File: src/rtl/pipeline_hazard_ctrl_pkg.sv
// pipeline_hazard_ctrl_pkg
// Shared definitions for the pipeline hazard/sequencing controller and the
// decode stage: RV64I major opcodes, the canonical NOP, PC source select
// codes and the controller FSM state encoding.
// No ports (package).

package pipeline_hazard_ctrl_pkg;

  // RV64I major opcodes (instruction bits [6:0])
  localparam logic [6:0] OP_ARITHMETIC        = 7'b0110011;
  localparam logic [6:0] OP_ARITHMETIC_64     = 7'b0111011;
  localparam logic [6:0] OP_ARITHMETIC_IMM    = 7'b0010011;
  localparam logic [6:0] OP_ARITHMETIC_IMM_64 = 7'b0011011;
  localparam logic [6:0] OP_LOAD              = 7'b0000011;
  localparam logic [6:0] OP_STORE             = 7'b0100011;
  localparam logic [6:0] OP_BRANCH            = 7'b1100011;
  localparam logic [6:0] OP_JAL               = 7'b1101111;
  localparam logic [6:0] OP_JALR              = 7'b1100111;
  localparam logic [6:0] OP_LUI               = 7'b0110111;
  localparam logic [6:0] OP_AUIPC             = 7'b0010111;

  // addi x0, x0, 0 -- what an empty pipeline slot holds
  localparam logic [31:0] NOP_INST = 32'h0000_0013;

  // PC source select; codes 2 and 3 are reserved and never driven
  localparam logic [1:0] PC_SEL_PLUS4    = 2'd0;
  localparam logic [1:0] PC_SEL_REDIRECT = 2'd1;

  // Controller FSM states
  localparam logic [1:0] ST_RUN      = 2'd0;
  localparam logic [1:0] ST_FLUSH    = 2'd1;
  localparam logic [1:0] ST_MEM_WAIT = 2'd2;

endpackage

File: src/rtl/pipeline_hazard_ctrl_operand_usage_decode.sv
// operand_usage_decode
// Combinational decode of which source registers an instruction reads.
// Shared between the hazard controller and the decode stage.
// Ports:
//   id_inst   in  32  instruction in decode
//   uses_rs1  out 1   instruction reads rs1 (bits [19:15])
//   uses_rs2  out 1   instruction reads rs2 (bits [24:20])
//   is_jalr   out 1   instruction is JALR (target computed in decode)

module operand_usage_decode
  import pipeline_hazard_ctrl_pkg::*;
(
  input  logic [31:0] id_inst,
  output logic        uses_rs1,
  output logic        uses_rs2,
  output logic        is_jalr
);

  logic [6:0] opcode;
  logic       is_nop;

  assign opcode = id_inst[6:0];
  // The canonical bubble is flagged explicitly so an empty slot never looks
  // like a register reader, even if the x0 rule were ever relaxed.
  assign is_nop = (id_inst == NOP_INST);

  // Opcode class -> operand usage. JAL/LUI/AUIPC and unknown opcodes read no
  // registers, so fields that merely alias rs1/rs2 bit positions are ignored.
  always_comb begin
    uses_rs1 = 1'b0;
    uses_rs2 = 1'b0;
    is_jalr  = 1'b0;
    case (opcode)
      OP_ARITHMETIC, OP_ARITHMETIC_64, OP_BRANCH, OP_STORE: begin
        uses_rs1 = 1'b1;
        uses_rs2 = 1'b1;
      end
      OP_ARITHMETIC_IMM, OP_ARITHMETIC_IMM_64, OP_LOAD: begin
        uses_rs1 = ~is_nop;
      end
      OP_JALR: begin
        uses_rs1 = 1'b1;
        is_jalr  = 1'b1;
      end
      OP_JAL, OP_LUI, OP_AUIPC: begin
      end
      default: begin
      end
    endcase
  end

endmodule

File: src/rtl/pipeline_hazard_ctrl.sv
// pipeline_hazard_ctrl
// Central stall/flush/redirect controller for the five-stage RV64I pipeline,
// with saturating hazard statistics.
// Parameters:
//   FLUSH_CYCLES  extra cycles IF/ID stays flushed after a redirect (1..7)
//   CNT_W         statistics counter width
// Ports:
//   CLK, reset            clock (rising edge), async active-high reset
//   id_inst               instruction in decode
//   ex_rd/ex_wb/ex_load   EX destination, writeback and load flags
//   mem_rd/mem_load       MEM destination and load flag
//   redirect              EX resolved a taken branch / jump this cycle
//   mem_req/mem_ready     data memory handshake
//   pc_stall, if_id_stall, if_id_flush, id_ex_bubble, ex_mem_stall, pc_sel
//                         Mealy pipeline controls, valid same cycle
//   stall_cnt, flush_cnt  saturating counts of stall cycles / redirects

module pipeline_hazard_ctrl
  import pipeline_hazard_ctrl_pkg::*;
#(
  parameter int FLUSH_CYCLES = 1,
  parameter int CNT_W        = 32
) (
  input  logic             CLK,
  input  logic             reset,
  input  logic [31:0]      id_inst,
  input  logic [4:0]       ex_rd,
  input  logic             ex_wb,
  input  logic             ex_load,
  input  logic [4:0]       mem_rd,
  input  logic             mem_load,
  input  logic             redirect,
  input  logic             mem_req,
  input  logic             mem_ready,
  output logic             pc_stall,
  output logic             if_id_stall,
  output logic             if_id_flush,
  output logic             id_ex_bubble,
  output logic             ex_mem_stall,
  output logic [1:0]       pc_sel,
  output logic [CNT_W-1:0] stall_cnt,
  output logic [CNT_W-1:0] flush_cnt
);

  localparam logic [2:0] FLUSH_RELOAD = 3'(FLUSH_CYCLES - 1);

  logic       uses_rs1, uses_rs2, is_jalr;
  logic [4:0] rs1, rs2;
  logic       load_use, jalr_dep, hazard;

  logic [1:0] state_q, state_d;
  logic [2:0] fcnt_q, fcnt_d;
  logic       pending_q, pending_d;

  logic       freeze, hazard_stall, flushing, take_redirect;

  operand_usage_decode u_usage (
    .id_inst  (id_inst),
    .uses_rs1 (uses_rs1),
    .uses_rs2 (uses_rs2),
    .is_jalr  (is_jalr)
  );

  assign rs1 = id_inst[19:15];
  assign rs2 = id_inst[24:20];

  // Load-use: the loaded value is not forwardable until MEM completes.
  // JALR reads rs1 in decode, so it must also wait on an ALU result still in
  // EX and on a load still in MEM. x0 is hard-wired and never a dependency.
  assign load_use = ex_load && (ex_rd != 5'd0) &&
                    ((uses_rs1 && (ex_rd == rs1)) || (uses_rs2 && (ex_rd == rs2)));
  assign jalr_dep = is_jalr && (rs1 != 5'd0) &&
                    ((ex_wb && (ex_rd == rs1)) || (mem_load && (mem_rd == rs1)));
  assign hazard   = load_use || jalr_dep;

  // Next-state and action decode. A memory wait outranks everything in RUN;
  // a redirect that arrives while frozen is remembered and applied on the
  // cycle memory completes. All redirect side effects are gathered at the end
  // so RUN, FLUSH (restart) and MEM_WAIT release share one path.
  always_comb begin
    state_d       = state_q;
    fcnt_d        = fcnt_q;
    pending_d     = pending_q;
    freeze        = 1'b0;
    hazard_stall  = 1'b0;
    flushing      = 1'b0;
    take_redirect = 1'b0;
    case (state_q)
      ST_RUN: begin
        if (mem_req && !mem_ready) begin
          freeze    = 1'b1;
          pending_d = redirect;
          state_d   = ST_MEM_WAIT;
        end else if (redirect) begin
          take_redirect = 1'b1;
        end else begin
          hazard_stall = hazard;
        end
      end
      ST_FLUSH: begin
        if (redirect) begin
          take_redirect = 1'b1;
        end else begin
          flushing = 1'b1;
          fcnt_d   = fcnt_q - 3'd1;
          if (fcnt_q <= 3'd1) begin
            state_d = ST_RUN;
          end
        end
      end
      ST_MEM_WAIT: begin
        if (!mem_ready) begin
          freeze    = 1'b1;
          pending_d = pending_q | redirect;
        end else begin
          state_d   = ST_RUN;
          pending_d = 1'b0;
          if (pending_q || redirect) begin
            take_redirect = 1'b1;
          end else begin
            hazard_stall = hazard;
          end
        end
      end
      default: begin
        state_d = ST_RUN;
      end
    endcase
    if (take_redirect) begin
      pending_d = 1'b0;
      fcnt_d    = FLUSH_RELOAD;
      state_d   = (FLUSH_RELOAD == 3'd0) ? ST_RUN : ST_FLUSH;
    end
  end

  // Outputs are forced quiet while reset is held, independent of the
  // registered state that is being cleared.
  assign pc_stall     = ~reset & (freeze | hazard_stall);
  assign if_id_stall  = ~reset & (freeze | hazard_stall);
  assign ex_mem_stall = ~reset & freeze;
  assign if_id_flush  = ~reset & (take_redirect | flushing);
  assign id_ex_bubble = ~reset & (take_redirect | hazard_stall);
  assign pc_sel       = (!reset && take_redirect) ? PC_SEL_REDIRECT : PC_SEL_PLUS4;

  // State, flush counter, pending redirect and saturating statistics.
  always_ff @(posedge CLK or posedge reset) begin
    if (reset) begin
      state_q   <= ST_RUN;
      fcnt_q    <= 3'd0;
      pending_q <= 1'b0;
      stall_cnt <= '0;
      flush_cnt <= '0;
    end else begin
      state_q   <= state_d;
      fcnt_q    <= fcnt_d;
      pending_q <= pending_d;
      if ((freeze || hazard_stall) && (stall_cnt != '1)) begin
        stall_cnt <= stall_cnt + CNT_W'(1);
      end
      if (take_redirect && (flush_cnt != '1)) begin
        flush_cnt <= flush_cnt + CNT_W'(1);
      end
    end
  end

endmodule

File: config.mk
export PLATFORM = sky130hd
export DESIGN_NAME = pipeline_hazard_ctrl
export DESIGN_NICKNAME = d
export VERILOG_FILES = /design/src/rtl/pipeline_hazard_ctrl_pkg.sv /design/src/rtl/pipeline_hazard_ctrl_operand_usage_decode.sv /design/src/rtl/pipeline_hazard_ctrl.sv
export SDC_FILE = /design/constraint.sdc
export NUM_CORES = 1
export LEC_CHECK = 0
export ABC_AREA = 0
export BUFFER_PORTS_ARGS = -buffer_cell sky130_fd_sc_hd__buf_2
export CORE_ASPECT_RATIO = 1.2
export CORE_MARGIN = 1.5
export CORE_UTILIZATION = 45
export CTS_CLUSTER_DIAMETER = 60
export DETAILED_ROUTE_END_ITERATION = 10
export GPL_TIMING_DRIVEN = 0
export PLACE_DENSITY = 0.73
export SETUP_SLACK_MARGIN = 0.3
export SLEW_MARGIN = 20
export SYNTH_ARGS = -nofsm -noshare
export SYNTH_HDL_FRONTEND = slang
export SYNTH_SLANG_ARGS = --single-unit
File: constraint.sdc
create_clock -name CLK -period 3.4 [get_ports CLK]
set_input_delay 0.17 -clock CLK [delete_from_list [all_inputs] [get_ports CLK]]
set_output_delay 0.17 -clock CLK [all_outputs]
set_load 0.02 [all_outputs]
Word-level counts from Yosys, hierarchy flattened
Index checks and enable logic that the tools add are counted.

Word-level logic and storage cells: 102. Register bits: 70. Output and inout bits: 71.

Bitwise gates (word level): 10. Add/subtract/negate cells: 3. Multiplexer cells: 32. Reductions and logical operators: 30. Eq/ne operators: 21. $lt $le $gt $ge: 1.

Operators by type and width (count): $add A32 B1 Y32 const B (2); $ne A32 B32 Y1 const B (2); $eq A32 B5 Y1 const B (1); $eq A7 B6 Y1 const B (3); $mux W1 (18); $eq A5 B5 Y1 (3); $eq A7 B5 Y1 const B (2); $eq A7 B7 Y1 const B (2); $logic_and A1 B1 Y1 (12); $ne A3 B3 Y1 const B (4); $mux W2 (5); $reduce_bool A5 Y1 (2); $mux W3 (3); $pmux W1 S2 (4); $eq A7 B2 Y1 const B (1); $pmux W2 S3 (1); $logic_or A1 B1 Y1 (5); $reduce_or A5 Y1 (1); $and A1 B1 Y1 (4); $or A1 B1 Y1 (4); $reduce_and A2 Y1 (2); $reduce_and A4 Y1 (1); $reduce_or A4 Y1 (1); $le A3 B1 Y1 const B (1); other kinds (11) (13).

Depth between registers and ports, before layout
Gate-level depths: netlist (run 1).

Word-level depth: 12. Gate-level depth with buffers: 11.

By module
A second synthesis (run 1) with hierarchy kept.

Cells, all modules: 358. Area, all modules: 3613.5 um2.

By module, submodules not included: pipeline_hazard_ctrl (cells each 337, times used 1, area each 3472.1 um2, seq. area each 1651.6 um2); operand_usage_decode (cells each 21, times used 1, area each 141.4 um2, seq. area each 0.0 um2).

Least setup slack after synthesis (run 1)
Ideal clock, no wire load.

Path type: register to register. From: register flush_cnt[0]. To: register flush_cnt[31]. Stages on the path, launching flop included: 12. Data required time: 3271 ps. Library setup time: 129 ps. Slack: 876 ps. Arrival: 2395 ps. Path buffers: 2. Path through: dfrtp_1 ha_1 and4_1 and4_1 and4_1 a21oi_2 and4_1 buf_6 and3_1 buf_6 nand4_1 xnor2_1.

Word-level cells in the longest chain between the ends: 2.

RTL lines: start: declaration (line pipeline_hazard_ctrl.sv:42) `output logic [CNT_W-1:0] flush_cnt`; start signal: assignment (line pipeline_hazard_ctrl.sv:161) `flush_cnt <= flush_cnt + CNT_W'(1);`; parallel branches: the longest is 2 deep, another holds $add A32 B1 Y32.

Several ways; the timed one is not identified. A chain may end at the register's enable or synchronous reset.

Worst setup path after layout (run 1)
From: register stall_cnt[4]. To: register stall_cnt[1].

Word-level cells in the longest chain between the ends: 2.

RTL lines: start: declaration (line pipeline_hazard_ctrl.sv:41) `output logic [CNT_W-1:0] stall_cnt,`; start signal: assignment (line pipeline_hazard_ctrl.sv:158) `stall_cnt <= stall_cnt + CNT_W'(1);`; $ne A32 B32 Y1 (line pipeline_hazard_ctrl.sv:157) `if ((freeze || hazard_stall) && (stall_cnt != '1)) begin`; $logic_and A1 B1 Y1 (line pipeline_hazard_ctrl.sv:157).

Every way passes these cells.

==> impl_metrics.csv, run 1 <==
group,metric,value,unit
run_status,status,"finished, final reports clean",
cells_and_area,num_antenna_cells,0,
place,place_congestion,0.8080,
global_routing,antenna_found_initial,0,
critical_path,crit_chain,"and4_1, nand2_1, nor3_1, nand2_1, nor4_1, a21o_2, buf_4, mux2_1",
critical_path,reg2regPathDepth,8,
synthesis,synth_area_leaders,"dfrtp_1 47%, xor2_1 10%, xnor2_1 9.1%, nor4_2 4.0%, nand2_1 3.2%",
power_and_ir_drop,pwr-share-comb,24.0,%
detailed_routing,routed_wl,7617,microns
synthesis,synth_top_area_share,47.41,%
synthesis,yosys.cell_types.count,43,
clock_tree,cts_max_level,3,
clock_tree,clk_pin_slew_worst_paths,0.07,ns
critical_path,crit_path_start_kind,"flip-flop",
critical_path,r2r_end,"stall_cnt[1]$_DFFE_PP0P_",
detailed_routing,drt_iter0_drc,138,
global_routing,globalRouteTotalUtil,19.39,%
detailed_routing,ant_nets,0,
global_routing,grt_start_max_net_pins,38,
detailed_routing,via_per_inst,5.232,
min_path,min_delay_worst_endpoint,"pending_q$_DFFE_PP0P_",
synthesis,ys.flop_type,"dfrtp_1",
timing,max_freq,0.3646,GHz
synthesis,ys_ff_latch,66,
critical_path,path_buf_inv,1,
timing,hold_violations,0,
power_and_ir_drop,internal_power,1.505,mW
cells_and_area,post-route-util,59.40,%
detailed_routing,firstDrtPassIters,6,
critical_path,r2r-start,"stall_cnt[4]$_DFFE_PP0P_",
power_and_ir_drop,seqPwrFrac,43.6,%
die,fp.dieH,99.38,microns
die,rows,34,
synthesis,synth-edff-count,0,
global_routing,grt_overflow,0,
power_and_ir_drop,power.switching,784.0,uW
die,initial_core_util,47.33,%
min_path,hold_start,"redirect",
flow_run,maxCapViolations,0,
timing,rsz0062_at_grt,"no",
power_and_ir_drop,p_leak,2.190,nW
place,hpwl,5611,microns
critical_path,end_kind,"flip-flop",
timing,slew_headroom,63.90,%
global_routing,grt_pass1_wl,12830,microns
clock_tree,cts_buffers,9,
critical_path,crit_fanout,10,
cells_and_area,area_growth,25.50,%
clock_tree,clkSinkCount,66,
min_path,hold_path_class,"in -> reg",
detailed_routing,vias,2815,
timing,tns,0,ns
die,ios,121,
global_routing,grt_pass1_vias,2820,
cells_and_area,nFillCells,664,
die,die_w,83.32,microns
detailed_routing,drc,0,
synthesis,avgSynthCellArea,10.69,sq um
critical_path,crit_family,"simple AND/OR/NAND/NOR gates",
die,fp.coreArea,7360,sq um
clock_tree,cts_tree,"done",
timing,tightest_slew,0.5399,ns
synthesis,ys_top_cells_by_count,"66 x dfrtp_1, 41 x xor2_1, 36 x xnor2_1",
power_and_ir_drop,ir_worst_vdd,0.3061,mV
synthesis,synthCells,326,
timing,fin_crit_sh,80.67,%
power_and_ir_drop,clkPwrFrac,32.4,%
clock_tree,clkLatencyLatePin,0.35,ns
critical_path,max_stage_delay,0.42,ns
place,portBuffers,104,
timing,clock-skew-final,0.01825,ns
detailed_routing,wl_per_cell,14.16,microns
synthesis,synth_top_area_cell,"dfrtp_1",
clock_tree,clockBufferDepth,2,
critical_path,required,3.63,ns
cells_and_area,register_area,1652,sq um
clock_tree,ctsResizeCount,0,
critical_path,crit_type,"reg -> reg",
critical_path,crit_slowest_cell,"dfrtp_1",
synthesis,synth_nets,378,
critical_path,cp.arrival,2.97,ns
power_and_ir_drop,swShare,34.25,%
synthesis,syn-cell-area,3483,sq um
cells_and_area,drive_gt1_share,33.93,%
clock_tree,cts-root-buf,"clkbuf_8",
critical_path,cp_common_cell,"nand2_1",
synthesis,yosysMostFrequentCell,"dfrtp_1",
synthesis,ys_seq_area_share,47.41,%
synthesis,ys_warn_count,0,
cells_and_area,nets,495,
timing,slew_viol_final,0,
timing,min_period,2.743,ns
power_and_ir_drop,power.density,523.7,nW/um^2
cells_and_area,multi_input_area,1707,sq um
min_path,hold_depth,2,
timing,setup_violations,0,
synthesis,synth_async_sr_flop_share,100.0,%
die,dieArea,8280,sq um
critical_path,r2r_slack,0.66,ns
## layer usage
layer,global-route usage [%],up-vias,part of all wire (%)
met2,33.33,90,51
met1,22.74,1344,42
met4,7.949,0,1.1
met5,0,-,0
met3,5.809,9,6.3
li1,-,1372,-
## cells in the final DEF (no fill, tap or decap), types with 3 or more instances in the layout
cell type,n
nor2_1,11
clkbuf_8,9
inv_1,11
a21oi_1,3
xor2_1,41
nand3_1,22
buf_2,105
dfrtp_1,66
inv_6,3
buf_4,5
nor4_2,11
nor4_1,3
and4_1,9
nand4_1,12
and3_1,10
nand2_1,30
xnor2_1,36
buf_6,3
nor3_1,18
## power by group through the flow
stage,clock (mW),sequential [mW],combinational (mW)
after global placement,0,1.01,0.539
after global routing,0.799,1.02,0.603
after floorplan,0,1.11,0.246
after CTS,0.759,0.999,0.559
after detailed placement,0,1.01,0.555
final,0.742,0.998,0.550
## stage by stage
| stage | total power [mW] | cells | cell area, sq um | hold WS [ns] | setup WS [ns] |
|---|---|---|---|---|---|
| after floorplan | 1.358 | 326 | 3483 | 0.2563 | 0.8756 |
| after global placement | 1.547 | 520 | 4116 | 0.3884 | 0.7034 |
| after detailed placement | 1.568 | 521 | 4139 | 0.2175 | 0.7021 |
| after CTS | 2.316 | 538 | 4372 | 0.04510 | 0.6572 |
| after global routing | 2.418 | 538 | 4372 | 0.04851 | 0.4732 |
| final | 2.289 | 538 | 4372 | 0.05436 | 0.6572 |
## registers in the layout (all words and copies together) (netlist names)
register,flops
flush_cnt,32
stall_cnt,32
pending_q,1
state_q,1
## worst max path at each step
stage / startpoint / to / depth (start not counted)
after CTS: stall_cnt[4]$_DFFE_PP0P_ / stall_cnt[1]$_DFFE_PP0P_ / 8
after global placement: reset / flush_cnt[26]$_DFFE_PP0P_ / 2
after detailed placement: flush_cnt[0]$_DFFE_PP0P_ / flush_cnt[24]$_DFFE_PP0P_ / 10
final: stall_cnt[4]$_DFFE_PP0P_ / stall_cnt[1]$_DFFE_PP0P_ / 8
after floorplan: flush_cnt[0]$_DFFE_PP0P_ / flush_cnt[31]$_DFFE_PP0P_ / 11
after global routing: stall_cnt[4]$_DFFE_PP0P_ / stall_cnt[1]$_DFFE_PP0P_ / 8
## worst register-to-register path, delay by kind of cell (launching register included)
family	cells	cell delay, ns
and+or+nand+nor	5	1.44
DFF	1	0.42
muxes	1	0.33
AOI/OAI and AO/OA	1	0.23
buffers and inverters	1	0.21
## kinds of logic after synthesis
family	after synthesis	share of synthesized area, %
xor gates and xnor gates	77	19.36
AOI/OAI and AO/OA	15	3.089
muxes	2	0.6465
and+or+nand+nor	141	25.07
adders and majority gates	2	0.7183
DFF	66	47.41
other	1	0.1077
buffers and inverters	22	3.592
## final cells by class
cell class / count / share of cell area [%]
buffer: 10 / 1.832
clock buffer: 9 / 2.833
clock inverter: 7 / 2.261
inverter: 12 / 1.088
multi-input combinational: 238 / 39.04
sequential: 66 / 37.78
tap: 90 / 2.576
timing repair buffer: 106 / 12.59
## what timing repair did
action,4_1_cts,5_1_grt
hold buffers,1,0
hold endpoints to repair,29,0
endpoints found under the setup margin,0,0
setup buffers,0,0
Note: power is estimated with default switching activity, not from simulation.
==> run 2, diff against run 1 <==
clock period = 2.75 ns   (was 3.4 ns; I/O delays follow)
==> run 2 against run 1 <==
Against the previous run:
- setup slack got worse by 0.26 ns
- global-route usage rose by 0.81 points
- non-clock buffer count rose by 7
- sequential share of layout area fell by 0.86 points
- critical path depth did not move
- routed wire length rose by 3.3%
- via count rose by 1.5%
==> impl_metrics.csv, run 2 (synthesis results as in run 1) <==
group,metric,value,unit
die,rows,34,
timing,tightest_slew,0.5270,ns
global_routing,grt_start_max_net_pins,41,
clock_tree,clk_pin_slew_worst_paths,0.07,ns
timing,slew_viol_final,0,
timing,clock-skew-final,0.01097,ns
cells_and_area,post-route-util,60.88,%
timing,tns,0,ns
die,fp.coreArea,7360,sq um
cells_and_area,num_antenna_cells,0,
cells_and_area,nets,502,
detailed_routing,drc,0,
clock_tree,clockBufferDepth,2,
timing,slew_headroom,64.77,%
power_and_ir_drop,p_leak,2.243,nW
critical_path,end_kind,"flip-flop",
die,die_w,83.32,microns
timing,rsz0062_at_grt,"yes",
timing,min_period,2.354,ns
clock_tree,cts-root-buf,"clkbuf_8",
global_routing,grt_overflow,0,
clock_tree,cts_tree,"done",
critical_path,crit_slowest_cell,"dfrtp_1",
timing,fin_crit_sh,85.61,%
flow_run,maxCapViolations,0,
clock_tree,clkSinkCount,66,
clock_tree,cts_buffers,9,
critical_path,max_stage_delay,0.43,ns
global_routing,grt_pass1_wl,13410,microns
cells_and_area,final_common_cell,"buf_2",
timing,max_freq,0.4248,GHz
timing,holdWs,0.1010,ns
timing,setup_violations,0,
cells_and_area,top_regs,"flush_cnt: 32 flops, stall_cnt: 32 flops",
run_status,status,"finished, final reports clean",
place,dpl-instance-area,4149,sq um
critical_path,cp.arrival,2.58,ns
place,place_congestion,0.8688,
cells_and_area,layout_common_cells,"104 x buf_2, 64 x dfrtp_1, 41 x xor2_1",
cells_and_area,drive_gt1_share,36.92,%
cells_and_area,area_growth,28.63,%
detailed_routing,vias,2856,
power_and_ir_drop,power.density,644.3,nW/um^2
critical_path,required,2.98,ns
detailed_routing,routed_wl,7866,microns
place,hpwl,5646,microns
detailed_routing,ant_nets,0,
die,initial_core_util,47.33,%
die,dieArea,8280,sq um
critical_path,crit_type,"reg -> reg",
detailed_routing,wl_per_cell,14.43,microns
place,portBuffers,104,
power_and_ir_drop,ir_worst_vdd,0.5128,mV
critical_path,crit_fanout,10,
die,fp.dieH,99.38,microns
min_path,hold_path_class,"in -> reg",
critical_path,cp_common_cell,"nand2_2",
global_routing,antenna_found_initial,0,
critical_path,crit_chain,"and4_2, nand2_2, nor3_4, nand2_2, nor4_2, a21o_2, buf_4, mux2_1",
cells_and_area,fin_area,4481,sq um
global_routing,grt_pass1_vias,2812,
critical_path,crit_path_start_kind,"flip-flop",
timing,hold_violations,0,
detailed_routing,drt_iter0_drc,100,
global_routing,globalRouteTotalUtil,20.20,%
die,ios,121,
detailed_routing,firstDrtPassIters,4,
clock_tree,cts_max_level,3,
detailed_routing,via_per_inst,5.240,
clock_tree,clkLatencyLatePin,0.35,ns
==> run 2: cell types whose count changed in the layout (fill, tap and decap cells not counted), sizes merged <==
cell         change
clkinv           +2
inv              -3
buf              +5
clkbuf           +2
dlygate4sd3      +1
==> run 2: metrics by stage <==
| step | total power [mW] | cells | setup WS (ns) |
|---|---|---|---|
| 2_1_floorplan | 1.683 | 326 | 0.3117 |
| 3_3_place_gp | 1.921 | 520 | -0.1757 |
| 3_5_place_dp | 1.943 | 521 | 0.06736 |
| 4_1_cts | 2.912 | 543 | 0.2950 |
| 5_1_grt | 3.035 | 545 | 0.2877 |
| 6_report | 2.887 | 545 | 0.3958 |
==> run 2: worst max-delay path: cells and delay by family, from the launching register on <==
kind                   cells  cell delay, ns
muxes                      1            0.33
AOI/OAI and AO/OA          1            0.20
DFF                        1            0.43
buffers and inverters      1            0.21
and+or+nand+nor            5            1.07
==> run 2: worst paths after layout <==
check | startpoint | to | slack, ns | cells past startpoint
max reg2reg | stall_cnt[4]$_DFFE_PP0P_ | stall_cnt[1]$_DFFE_PP0P_ | 0.40 | 8
min reg2reg | flush_cnt[24]$_DFFE_PP0P_ | flush_cnt[24]$_DFFE_PP0P_ | 0.48 | 1
max in group asynchronous | reset | stall_cnt[13]$_DFFE_PP0P_ | 1.86 | 4
min in group asynchronous | reset | flush_cnt[13]$_DFFE_PP0P_ | 0.35 | 3
max | stall_cnt[4]$_DFFE_PP0P_ | stall_cnt[1]$_DFFE_PP0P_ | 0.40 | 8
min | mem_ready | pending_q$_DFFE_PP0P_ | 0.10 | 3
==> run 2: layer usage <==
metal	wire length [microns]	track usage (%)	up-vias
met3	425	4.647	11
met2	3905	35.15	94
li1	-	-	1380
met5	0	0	-
met4	97	7.051	0
met1	3438	24.74	1371
==> run 2: power by group <==
group / switching (mW) / internal [mW]
logic: 0.449 / 0.276
registers: 0.135 / 1.09
clock network: 0.397 / 0.537
total: 0.980 / 1.91
==> run 2: area by class of cell <==
class | instances | area, sq um
well taps | 90 | 112.6
multi-input cells | 238 | 1750
plain buffers | 10 | 82.58
inverters | 12 | 47.55
repair buffers | 113 | 605.6
flip-flops and latches | 66 | 1654
clock buffers | 10 | 137.6
fillers | 646 | 2879
clock inverters | 6 | 90.09
==> run 2: timing repair <==
action	4_1_cts	5_1_grt
resized for setup	7	4
pin swaps	2	5
hold buffers	2	0
endpoints found under the hold margin	27	0
setup buffers	4	2
setup endpoints to repair	41	35
